`config.mk`:
```
export PLATFORM = sky130hd
export DESIGN_NAME = lcd_text_sequencer_flat
export DESIGN_NICKNAME = d
export VERILOG_FILES = /design/src/rtl/lcd_text_sequencer_if.sv /design/src/rtl/lcd_text_sequencer.sv /design/src/flat_wrapper.sv
export SDC_FILE = /design/constraint.sdc
export NUM_CORES = 1
export LEC_CHECK = 0
export BUFFER_PORTS_ARGS = -buffer_cell sky130_fd_sc_hd__buf_2
export CORE_MARGIN = 4
export CORE_UTILIZATION = 60
export CTS_CLUSTER_SIZE = 12
export DETAILED_ROUTE_END_ITERATION = 10
export GPL_TIMING_DRIVEN = 0
export PLACE_DENSITY = 0.77
export SYNTH_ARGS = -nofsm -noshare
export SYNTH_HDL_FRONTEND = slang
export SYNTH_SLANG_ARGS = --single-unit
export TNS_END_PERCENT = 30
```
`constraint.sdc`:
```
create_clock -name i_clk -period 3.4 [get_ports i_clk]
set_input_delay 0.34 -clock i_clk [delete_from_list [all_inputs] [get_ports i_clk]]
set_output_delay 0.34 -clock i_clk [all_outputs]
set_load 0.005 [all_outputs]
```
`src/rtl/lcd_text_sequencer_if.sv`:
```
// Host-side bus of the LCD text sequencer: frame-buffer write port, frame control,
// and the valid/ready byte stream toward the LCD driver.
interface lcd_text_sequencer_if #(
  parameter int unsigned LINE_LEN = 16
);
  localparam int unsigned AW = (2 * LINE_LEN > 1) ? $clog2(2 * LINE_LEN) : 1;

  logic          start;
  logic          auto;
  logic          wr_en;
  logic [AW-1:0] wr_addr;
  logic [7:0]    wr_data;
  logic          out_valid;
  logic          out_rs;
  logic [7:0]    out_data;
  logic          out_ready;
  logic          busy;
  logic          frame_done;

  modport master (
    output start, auto, wr_en, wr_addr, wr_data, out_ready,
    input  out_valid, out_rs, out_data, busy, frame_done
  );

  modport slave (
    input  start, auto, wr_en, wr_addr, wr_data, out_ready,
    output out_valid, out_rs, out_data, busy, frame_done
  );
endinterface

```
`src/rtl/lcd_text_sequencer.sv`:
```
// Two-line writable character frame buffer streamed to the LCD driver as
// set-address command, line-1 characters, set-address command, line-2 characters.
module lcd_text_sequencer #(
  parameter int unsigned LINE_LEN   = 16,
  parameter logic [7:0]  LINE2_ADDR = 8'h40
) (
  input  logic                i_clk,
  input  logic                i_rst_n,
  lcd_text_sequencer_if.slave bus
);
  localparam int            DEPTH     = 2 * LINE_LEN;
  localparam int unsigned   AW        = (DEPTH > 1) ? $clog2(DEPTH) : 1;
  localparam int unsigned   IW        = (LINE_LEN > 1) ? $clog2(LINE_LEN) : 1;
  localparam logic [7:0]    CMD_LINE1 = 8'h80;
  localparam logic [7:0]    CMD_LINE2 = 8'h80 | LINE2_ADDR;
  localparam logic [7:0]    BLANK     = 8'h20;

  typedef enum logic [2:0] {
    S_IDLE  = 3'd0,
    S_ADDR1 = 3'd1,
    S_LINE1 = 3'd2,
    S_ADDR2 = 3'd3,
    S_LINE2 = 3'd4,
    S_DONE  = 3'd5
  } state_t;

  state_t        r_state;
  logic [IW-1:0] r_idx;
  logic          r_valid;
  logic          r_rs;
  logic [7:0]    r_data;
  logic          r_busy;
  logic          r_frame_done;
  logic [7:0]    r_buf [DEPTH];

  logic          w_xfer;
  logic          w_last;
  logic          w_wr_ok;
  logic [IW-1:0] w_idx_nxt;
  logic [AW-1:0] w_rd_l1;
  logic [AW-1:0] w_rd_l2;

  assign w_xfer    = r_valid & bus.out_ready;
  assign w_last    = (r_idx == IW'(LINE_LEN - 1));
  assign w_idx_nxt = r_idx + IW'(1);
  assign w_rd_l1   = AW'(w_idx_nxt);
  assign w_rd_l2   = AW'(LINE_LEN) + AW'(w_idx_nxt);
  // Indices past the buffer only exist when LINE_LEN is not a power of two.
  assign w_wr_ok   = bus.wr_en & ({1'b0, bus.wr_addr} < (AW + 1)'(DEPTH));

  // Frame buffer: single write port, reads only feed the output register.
  always_ff @(posedge i_clk or negedge i_rst_n) begin
    if (!i_rst_n) begin
      for (int i = 0; i < DEPTH; i++) begin
        r_buf[i] <= BLANK;
      end
    end else if (w_wr_ok) begin
      r_buf[bus.wr_addr] <= bus.wr_data;
    end
  end

  // Frame sequencer; every output is a register loaded on state transitions.
  always_ff @(posedge i_clk or negedge i_rst_n) begin
    if (!i_rst_n) begin
      r_state      <= S_IDLE;
      r_idx        <= '0;
      r_valid      <= 1'b0;
      r_rs         <= 1'b0;
      r_data       <= 8'h00;
      r_busy       <= 1'b0;
      r_frame_done <= 1'b0;
    end else begin
      case (r_state)
        S_IDLE: begin
          if (bus.start) begin
            r_state <= S_ADDR1;
            r_valid <= 1'b1;
            r_rs    <= 1'b0;
            r_data  <= CMD_LINE1;
            r_busy  <= 1'b1;
          end
        end
        S_ADDR1: begin
          if (w_xfer) begin
            r_state <= S_LINE1;
            r_idx   <= '0;
            r_rs    <= 1'b1;
            r_data  <= r_buf[0];
          end
        end
        S_LINE1: begin
          if (w_xfer) begin
            if (w_last) begin
              r_state <= S_ADDR2;
              r_rs    <= 1'b0;
              r_data  <= CMD_LINE2;
            end else begin
              r_idx  <= w_idx_nxt;
              r_data <= r_buf[w_rd_l1];
            end
          end
        end
        S_ADDR2: begin
          if (w_xfer) begin
            r_state <= S_LINE2;
            r_idx   <= '0;
            r_rs    <= 1'b1;
            r_data  <= r_buf[LINE_LEN];
          end
        end
        S_LINE2: begin
          if (w_xfer) begin
            if (w_last) begin
              r_state      <= S_DONE;
              r_valid      <= 1'b0;
              r_frame_done <= 1'b1;
            end else begin
              r_idx  <= w_idx_nxt;
              r_data <= r_buf[w_rd_l2];
            end
          end
        end
        S_DONE: begin
          r_frame_done <= 1'b0;
          if (bus.auto) begin
            r_state <= S_ADDR1;
            r_valid <= 1'b1;
            r_rs    <= 1'b0;
            r_data  <= CMD_LINE1;
          end else begin
            r_state <= S_IDLE;
            r_busy  <= 1'b0;
          end
        end
        default: begin
          r_state      <= S_IDLE;
          r_valid      <= 1'b0;
          r_busy       <= 1'b0;
          r_frame_done <= 1'b0;
        end
      endcase
    end
  end

  assign bus.out_valid  = r_valid;
  assign bus.out_rs     = r_rs;
  assign bus.out_data   = r_data;
  assign bus.busy       = r_busy;
  assign bus.frame_done = r_frame_done;
endmodule

```
`src/flat_wrapper.sv`:
```
// flat-port wrapper written by rule: the top's interface ports become plain ports
module lcd_text_sequencer_flat 
#(
  parameter int unsigned LINE_LEN   = 16,
  parameter logic [7:0]  LINE2_ADDR = 8'h40
)
  (i_clk, i_rst_n, bus_start, bus_auto, bus_wr_en, bus_wr_addr, bus_wr_data, bus_out_ready, bus_out_valid, bus_out_rs, bus_out_data, bus_busy, bus_frame_done);
  lcd_text_sequencer_if #(.LINE_LEN(LINE_LEN)) bus_i ();
  input  logic i_clk;
  input  logic i_rst_n;
  input wire logic [$bits(bus_i.start)-1:0] bus_start;
  input wire logic [$bits(bus_i.auto)-1:0] bus_auto;
  input wire logic [$bits(bus_i.wr_en)-1:0] bus_wr_en;
  input wire logic [$bits(bus_i.wr_addr)-1:0] bus_wr_addr;
  input wire logic [$bits(bus_i.wr_data)-1:0] bus_wr_data;
  input wire logic [$bits(bus_i.out_ready)-1:0] bus_out_ready;
  output wire logic [$bits(bus_i.out_valid)-1:0] bus_out_valid;
  output wire logic [$bits(bus_i.out_rs)-1:0] bus_out_rs;
  output wire logic [$bits(bus_i.out_data)-1:0] bus_out_data;
  output wire logic [$bits(bus_i.busy)-1:0] bus_busy;
  output wire logic [$bits(bus_i.frame_done)-1:0] bus_frame_done;
  assign bus_i.start = bus_start;
  assign bus_i.auto = bus_auto;
  assign bus_i.wr_en = bus_wr_en;
  assign bus_i.wr_addr = bus_wr_addr;
  assign bus_i.wr_data = bus_wr_data;
  assign bus_i.out_ready = bus_out_ready;
  assign bus_out_valid = bus_i.out_valid;
  assign bus_out_rs = bus_i.out_rs;
  assign bus_out_data = bus_i.out_data;
  assign bus_busy = bus_i.busy;
  assign bus_frame_done = bus_i.frame_done;
  lcd_text_sequencer #(.LINE_LEN(LINE_LEN), .LINE2_ADDR(LINE2_ADDR)) u_core (.i_clk(i_clk), .i_rst_n(i_rst_n), .bus(bus_i));
endmodule
```
==> results of run 1 <==
## cell families (layout without fill, tap and decap cells)
family	after synthesis	in the layout	share of synthesized area (%)
multiplexers	357	357	36.8
flip-flops	275	275	53.4
AND/OR/NAND/NOR	109	109	4.13
buffers and inverters	63	145	2.29
AO/OA/AOI/OAI	51	51	3.03
XOR/XNOR	4	4	0.270
adder cells (fa/ha/maj)	1	1	0.0965
## flip-flops by register name (all words and copies together) (netlist names)
| signal | count |
|---|---|
| u_core.r_buf | 256 |
| u_core.bus.out_data | 8 |
| u_core.r_idx | 4 |
| u_core.r_state | 3 |
| u_core.bus.busy | 1 |
| u_core.bus.frame_done | 1 |
| u_core.bus.out_rs | 1 |
| u_core.bus.out_valid | 1 |
## per-layer routing
metal | share of wire, % | up-vias
met4 | 2.5 | 2
li1 | - | 3352
met2 | 47 | 308
met1 | 42 | 4153
met5 | 0.040 | -
met3 | 8.2 | 54
## layout make-up
class / instances / area [um^2] / area share (%)
plain buffers: 58 / 278 / 1.93
clock buffers: 48 / 857 / 5.95
clock inverters: 5 / 32.5 / 0.226
inverters: 5 / 18.8 / 0.130
multi-input cells: 522 / 5740 / 39.9
flip-flops and latches: 275 / 6920 / 48.1
well taps: 275 / 344 / 2.39
repair buffers: 29 / 205 / 1.43
## worst max path at each step
stage / cells after the start / from / end / slack (ns)
6_report: 7 / u_core.r_idx[0] / u_core.bus.out_data[6] / 0.27
5_1_grt: 7 / u_core.r_idx[0] / u_core.bus.out_data[6] / 0.22
4_1_cts: 7 / u_core.r_idx[0] / u_core.bus.out_data[6] / 0.24
3_5_place_dp: 7 / u_core.r_idx[0] / u_core.bus.out_data[6] / 0.33
3_3_place_gp: 1 / i_rst_n / u_core.r_buf[172] / -3.03
2_1_floorplan: 6 / u_core.r_idx[0] / u_core.bus.out_data[2] / 0.99
## placed cells by master, fill, tap and decap left out, drive strengths merged, types with 5 or more instances in the layout
| cell | instances |
|---|---|
| a2111o | 5 |
| a211oi | 8 |
| a21oi | 9 |
| buf | 48 |
| clkbuf | 86 |
| dfrtp | 243 |
| dfstp | 32 |
| inv | 6 |
| mux2 | 261 |
| mux2i | 30 |
| mux4 | 66 |
| nand2 | 25 |
| nand3 | 10 |
| nand3b | 5 |
| nor2 | 40 |
| nor2b | 6 |
| nor3b | 5 |
| o21ai | 6 |
| o32a | 7 |
## Yosys cell counts, drive strengths merged (5+ instances only)
cell	n
a2111o	5
mux2i	30
nand3b	5
clkbuf	38
mux2	261
dfstp	32
nand2	25
mux4	66
dfrtp	243
nand3	10
nor2b	6
o32a	7
o21ai	6
buf	20
a21oi	9
a211oi	8
nor2	40
inv	5
nor3b	5
## through the flow
stage               instance area (um^2)  utilization [%]  setup WS, ns
floorplan                          13000                -         0.985
global placement                   13400             63.5         -3.03
CTS                                14400             68.1         0.240
detailed placement                 13500             63.8         0.331
finish                             14400             68.1         0.271
global route                       14400             68.1         0.216
## critical path, stage by stage (launching register included)
cell	delay [ns]
dfrtp_1	0.42
ha_1	0.31
buf_4	0.23
buf_1	0.69
mux4_2	0.60
mux2i_1	0.26
nor2_1	0.10
a2111o_1	0.40
## timing repair
| action | CTS | global route |
|---|---|---|
| endpoints found under the setup margin | 0 | 0 |
| hold endpoints to repair | 73 | 0 |
| hold buffers | 1 | 0 |
## report_power, final
| part | switching, mW | internal (mW) |
|---|---|---|
| sequential | 0.375 | 4.00 |
| combinational | 1.64 | 1.68 |
| clock | 1.28 | 1.71 |
==> results.yml, run 1 <==
status:
  status: "finished clean"
logic_synthesis:
  yosys.area.top_type: "dfrtp_1"
  synthCells: 860
  netlist_area_um2: 13000
  syn_avg_cell_area_um2: 15.1
  seq_area_frac_synth_pct: 53.4
  synth-seq-cells: 275
  synthTopCellsByArea: "dfrtp_1 47%, mux2_2 23%, mux4_2 9.7%"
  synthDistinctLibCells: 50
  synth_enable_flop_cells: 0
  syn_nets: 880
  yosysWarnings: 0
  async_reset_ff_share_pct: 100
  ys.flop_type: "dfrtp_1"
  synth_top_area_share_pct: 46.9
finish:
  syn_to_final_growth_pct: 11.1
  fillers: 1494
  instances_no_fill: 1217
  drive_above_1_share_pct: 46.8
  diodes: 0
  nets: 940
timing:
  clock.fmax_mhz: 320
  worstMarginPinSlew_ns: 1.25
  slew_headroom_pct: 16.2
  skew_ns: 0.00800
  hold_slack_ns: 0.0959
  period_needed_ns: 3.13
  period_share_pct: 92.0
  hold_viol_final: 0
  maxSlewViolCount: 0
  finalSetupTns_ns: 0
  finalSetupViolations: 0
  rsz0062_at_grt: "no"
die:
  core-area_um2: 21200
  die_w_um: 155
  ios: 31
  rows: 53
  die_h_um: 155
  die-area_um2: 24000
  initial_utilization_pct: 61.3
cts:
  clock_insertion_delay_worst_skew_ns: 0.55
  h-tree-depth: 1
  cts.repair.resized: 0
  cts_sinks: 275
  tritoncts: "yes"
  cts_setup_buffers: 0
  clk_path_buf_depth: 3
  cts_inserted_buffers: 29
  cts_root_buf: "clkbuf_16"
  clk_pin_slew_ns: 0.06
hold_path:
  hp-start: "bus_wr_data[2]"
  min_path_type: "input pin to flip-flop"
  hold_depth: 2
  min_to: "u_core.r_buf[42]"
power_and_ir_drop:
  p_per_area_nw_per_um2: 742
  power_mw: 10.7
  ir_worst_vdd_mv: 0.483
  p_leak_nw: 6.24
global_routing:
  grt_usage_pct: 27.6
  grt_pass1_wl_mm: 50.0
  grt_pass1_vias: 8393
  grtUsageMet2_pct: 43.4
  use_met1_pct: 39.8
  antenna_found_initial: 1
  grt_busiest_layer: "met2"
  grt_overflow_total: 0
  grt_max_degree: 116
  grtUsageMet3_pct: 6.18
worst_setup_path:
  cp.required_ns: 3.83
  r2r_end: "u_core.bus.out_data[6]"
  worst-setup-path-type: "flip-flop to flip-flop"
  timing.rr.start: "u_core.r_idx[0]"
  critPathLaunchType: "flip-flop"
  reg2reg_slack_ns: 0.27
  cp_max_fo: 10
  critPathArrivalTime_ns: 3.56
  rr_worst_depth: 7
  end_kind: "flip-flop"
route:
  routed_wl_mm: 32.2
  vias: 7869
  via_per_inst: 6.47
  wl_per_cell_um: 26.5
  drtPass1Iterations: 6
  ant_nets: 0
  post-route-drc-count: 0
  drtIter0Drc: 540
placement:
  dp.cells: 1163
  io_buffers: 26
  dpl.hpwl_mm: 21.5
  routabilityCongestion: 0.952
job:
  cap_violations: 0
Note: power is estimated with default switching activity, not from simulation.
==> run 2: changes to the inputs <==
ABC_CLOCK_PERIOD_IN_PS = 3400   (was not set)
CELL_PAD_IN_SITES_DETAIL_PLACEMENT = 0   (was not set)
CELL_PAD_IN_SITES_GLOBAL_PLACEMENT = 1   (was not set)
CORE_UTILIZATION = 53   (was 60)
PLACE_DENSITY = not set   (was 0.77)
PLACE_DENSITY_LB_ADDON = 0.1   (was not set)
==> run 2 against run 1 <==
Against the previous run:
- die area rose by 13%
- register-to-register slack improved by 0.07 ns
- total power rose by 1.2%
- sequential share of layout area fell by 0.38 points
- sequential power barely moved
- maximum frequency rose by 2.4%
==> results.yml, run 2 (synthesized netlist as in run 1, its figures left out) <==
global_routing:
  grt_pass1_wl_mm: 52.0
  grt_overflow_total: 0
  grt_max_degree: 128
  grt_usage_pct: 26.0
  antenna_found_initial: 0
  grt_pass1_vias: 8530
placement:
  dpl.hpwl_mm: 23.3
  routabilityCongestion: 0.897
  post_dp_cell_area_um2: 13600
  place_ws_ns: 0.362
  io_buffers: 26
power_and_ir_drop:
  p_leak_nw: 6.28
  ir_worst_vdd_mv: 0.410
  p_per_area_nw_per_um2: 744
hold_path:
  min_path_type: "input pin to flip-flop"
cts:
  cts_inserted_buffers: 30
  clk_path_buf_depth: 3
  cts.repair.resized: 0
  tritoncts: "yes"
  clock_insertion_delay_worst_skew_ns: 0.55
  cts_root_buf: "clkbuf_16"
  cts_sinks: 275
  clk_pin_slew_ns: 0.06
  h-tree-depth: 1
timing:
  period_needed_ns: 3.06
  skew_ns: 0.0143
  slew_headroom_pct: 23.5
  rsz0062_at_grt: "no"
  period_share_pct: 89.9
  setup_ws_ns: 0.343
  finalSetupTns_ns: 0
  clock.fmax_mhz: 327
  finalSetupViolations: 0
  maxSlewViolCount: 0
  worstMarginPinSlew_ns: 1.14
  hold_viol_final: 0
finish:
  final_cell_mix: "260 x mux2_2, 243 x dfrtp_1, 56 x mux4_2, 49 x clkbuf_1"
  largest_reg_flops: 256
  largest_register: "u_core.r_buf"
  fillers: 1817
  nets: 941
  layout_commonest_cell: "mux2_2"
  syn_to_final_growth_pct: 12.0
  design_area_um2: 14500
  drive_above_1_share_pct: 47.2
die:
  die_w_um: 164
  die_h_um: 164
  die-area_um2: 27000
  initial_utilization_pct: 54.6
  rows: 56
  ios: 31
  core-area_um2: 23800
worst_setup_path:
  cp_max_fo: 10
  end_kind: "flip-flop"
  critPathLaunchType: "flip-flop"
  cp.required_ns: 3.83
  worst-setup-path-type: "flip-flop to flip-flop"
  critPathArrivalTime_ns: 3.49
route:
  drtIter0Drc: 506
  vias: 7887
  wl_per_cell_um: 26.6
  via_per_inst: 6.23
  routed_wl_mm: 33.7
  drtPass1Iterations: 5
  ant_nets: 0
  post-route-drc-count: 0
status:
  status: "finished clean"
job:
  cap_violations: 0
==> run 2: changes by cell type in the layout (fill, tap and decap cells not counted) <==
cell | previous run | this run
diode_2 | 0 | 1
clkbuf_8 | 6 | 7
clkinv_8 | 0 | 1
clkinv_4 | 1 | 0
clkinv_2 | 3 | 6
clkbuf_16 | 29 | 30
inv_8 | 0 | 1
clkbuf_1 | 51 | 49
inv_6 | 1 | 0
==> run 2: layout make-up <==
class                      count  area (um^2)  share of cell area (%)
clock buffer                  48          888                    6.12
timing repair buffer          29          205                    1.41
multi-input combinational    522         5740                    39.6
clock inverter                 8         57.6                   0.397
antenna                        1         2.50                  0.0172
buffer                        58          278                    1.91
tap                          319          399                    2.75
sequential                   275         6920                    47.7
inverter                       5         18.8                   0.129
==> run 2: where the power goes <==
part / internal, mW / switching [mW] / total, mW
registers: 4.00 / 0.381 / 4.38
logic: 1.68 / 1.66 / 3.34
clock network: 1.79 / 1.30 / 3.08
==> run 2: stage by stage <==
stage	hold slack, ns	power [mW]	utilization (%)	instances
2_1_floorplan	0.0444	6.68	-	860
3_3_place_gp	0.464	7.64	56.8	1205
3_5_place_dp	0.227	7.78	57.1	1207
4_1_cts	0.0674	10.9	61.1	1264
5_1_grt	0.0890	11.3	61.1	1264
6_report	0.0903	10.8	61.1	1265
==> run 2: timing repair <==
| action | CTS | global route |
|---|---|---|
| hold buffers | 1 | 0 |
| setup buffers | 0 | 0 |
| endpoints found under the hold margin | 31 | 0 |
==> run 2: critical path: stages (launching register included) <==
cell	delay, ns
dfrtp_1	0.40
ha_1	0.29
buf_4	0.23
buf_1	0.69
mux4_1	0.50
mux4_2	0.48
a221o_1	0.34
==> run 2: per-layer routing <==
metal	GRT usage, %	share of wire, %
met3	3.79	4.9
met1	36.2	44
met4	6.33	2.0
met2	43.6	49
met5	0	0
==> run 2: path summary, 6_finish.rpt <==
path | startpoint | end | slack, ns | depth (start not counted)
worst max register to register | u_core.r_idx[1] | u_core.bus.out_data[4] | 0.34 | 6
worst max-delay path | u_core.r_idx[1] | u_core.bus.out_data[4] | 0.34 | 6
min in group asynchronous | i_rst_n | u_core.r_buf[41] | 0.24 | 2
worst min-delay path | bus_wr_data[0] | u_core.r_buf[48] | 0.09 | 2
worst min register to register | u_core.r_buf[31] | u_core.r_buf[31] | 0.49 | 1
max in group asynchronous | i_rst_n | u_core.r_buf[122] | 2.26 | 3
==> run 3: changes to the inputs <==
ABC_CLOCK_PERIOD_IN_PS = 3800   (was 3400)
CORE_UTILIZATION = 58   (was 53)
PLACE_DENSITY = 0.86   (was not set)
PLACE_DENSITY_LB_ADDON = not set   (was 0.1)
clock period = 3.8 ns   (was 3.4 ns; I/O delays follow)
==> run 3 against run 2 <==
Against the previous run:
- clock-buffer cell count rose by 1
- final area fell by 0.50%
- clock power fell by 11%
- combinational power fell by 10%
- core utilization rose by 4.9 points
- worst hold slack improved by 0.048 ns
- global-route usage rose by 1.7 points
- die area fell by 8.2%
- setup slack improved by 0.39 ns
- routed wire length fell by 1.3%
- register-to-register slack improved by 0.39 ns
- critical path type unchanged
- critical endpoint unchanged
- highest routed layer is now met5
==> results.yml, run 3 (synthesized netlist as in run 1, its figures left out) <==
die:
  initial_utilization_pct: 59.2
  core-area_um2: 21900
  rows: 54
  die_w_um: 157
  die-area_um2: 24800
  ios: 31
  die_h_um: 157
worst_setup_path:
  crit_start: "u_core.r_idx[0]"
  worst-setup-path-type: "flip-flop to flip-flop"
  end_kind: "flip-flop"
  timing.rr.start: "u_core.r_idx[0]"
  rr_worst_depth: 6
  cp_max_fo: 10
  cp.required_ns: 4.22
  r2r_end: "u_core.bus.out_data[4]"
  critPathArrivalTime_ns: 3.49
  cp-endpoint: "u_core.bus.out_data[4]"
  critPathLaunchType: "flip-flop"
  reg2reg_slack_ns: 0.74
timing:
  period_needed_ns: 3.06
  rsz0062_at_grt: "no"
  maxSlewViolCount: 0
  slew_headroom_pct: 18.7
  hold_viol_final: 0
  skew_ns: 0.0149
  hold_slack_ns: 0.138
  period_share_pct: 80.6
  clock.fmax_mhz: 326
  worstMarginPinSlew_ns: 1.21
  finalSetupViolations: 0
route:
  via_per_inst: 6.46
  post-route-drc-count: 0
  drtIter0Drc: 612
  vias: 7896
  ant_nets: 0
  drtPass1Iterations: 5
  routed_wl_mm: 33.2
  wl_per_cell_um: 27.2
job:
  cap_violations: 0
global_routing:
  antenna_found_initial: 1
  grt_usage_pct: 27.7
  grtUsageMet2_pct: 44.1
  grt_max_degree: 137
  use_met1_pct: 39.5
  grt_busiest_layer: "met2"
  grt_overflow_total: 0
  grt_pass1_wl_mm: 51.2
  grt_pass1_vias: 8484
  grtUsageMet3_pct: 5.00
cts:
  cts_setup_buffers: 0
  tritoncts: "yes"
  cts_inserted_buffers: 29
  h-tree-depth: 1
  cts.repair.resized: 0
  cts_sinks: 275
  clk_path_buf_depth: 3
  clk_pin_slew_ns: 0.06
  clock_insertion_delay_worst_skew_ns: 0.55
  cts_root_buf: "clkbuf_16"
status:
  status: "finished clean"
finish:
  diodes: 0
  final_cell_mix: "260 x mux2_2, 243 x dfrtp_1, 56 x mux4_2, 51 x clkbuf_1"
  syn_to_final_growth_pct: 11.4
  layout_commonest_cell: "mux2_2"
  drive_above_1_share_pct: 46.9
  largest_register: "u_core.r_buf"
  nets: 940
  largest_reg_flops: 256
placement:
  dpl.hpwl_mm: 22.9
  routabilityCongestion: 0.955
  io_buffers: 26
power_and_ir_drop:
  p_leak_nw: 6.26
  p_sw_share_pct: 30.7
  intPower_mw: 6.70
  pwr-share-seq_pct: 40.6
  ir_worst_vdd_mv: 0.375
  comb_power_share_pct: 31.0
  p_per_area_nw_per_um2: 669
  p_sw_mw: 2.97
  power_mw: 9.67
  clkPwrFrac_pct: 28.4
hold_path:
  min_path_type: "input pin to flip-flop"
[run 3: repair_timing]
item,4_1_cts,5_1_grt
hold endpoints to repair,52,0
endpoints found under the setup margin,0,0
hold buffers,1,0
[run 3: how the worst min path moves through the flow]
stage                           from          endpoint  slack [ns]  cells past startpoint
floorplan                    i_rst_n   u_core.bus.busy        0.08                      0
global placement    u_core.r_buf[31]  u_core.r_buf[31]        0.46                      1
detailed placement           i_rst_n  u_core.r_buf[16]        0.34                      1
CTS                   bus_wr_data[1]  u_core.r_buf[49]        0.12                      2
global route          bus_wr_data[1]  u_core.r_buf[49]        0.14                      2
finish                bus_wr_data[1]  u_core.r_buf[49]        0.14                      2
[run 3: metal layers]
layer | up-vias | wire [um]
li1 | 3356 | -
met1 | 4205 | 14200
met2 | 270 | 16100
met3 | 63 | 1940
met4 | 2 | 1010
met5 | - | 20
[run 3: power groups by stage]
stage	combinational (mW)	sequential [mW]	clock [mW]
2_1_floorplan	2.15	3.83	0
3_3_place_gp	2.90	3.89	0
3_5_place_dp	3.00	3.96	0
4_1_cts	3.01	3.91	2.78
5_1_grt	3.20	3.98	2.92
6_report	3.00	3.92	2.74
[run 3: worst max-delay path, cell delays in order, from the launching register on]
cell,delay [ns]
dfrtp_1,0.41
ha_1,0.30
buf_4,0.24
buf_1,0.69
mux4_1,0.49
mux4_2,0.48
a221o_1,0.33
[run 3: stage by stage]
step	area (um^2)	utilization, %	instances	setup TNS [ns]	setup WS, ns
after global placement	13400	61.4	1166	-530.92	-2.13
after detailed placement	13500	61.7	1168	0	0.735
after floorplan	13000	-	860	0	1.39
after global routing	14400	66.0	1223	0	0.631
after CTS	14400	66.0	1223	0	0.719
final	14400	66.0	1223	0	0.736
[run 3: layout make-up]
type | instances | area (um^2)
well taps | 280 | 350
plain buffers | 58 | 278
clock buffers | 49 | 871
flip-flops and latches | 275 | 6920
clock inverters | 5 | 53.8
repair buffers | 29 | 205
inverters | 5 | 18.8
fillers | 1558 | 7450
multi-input cells | 522 | 5740
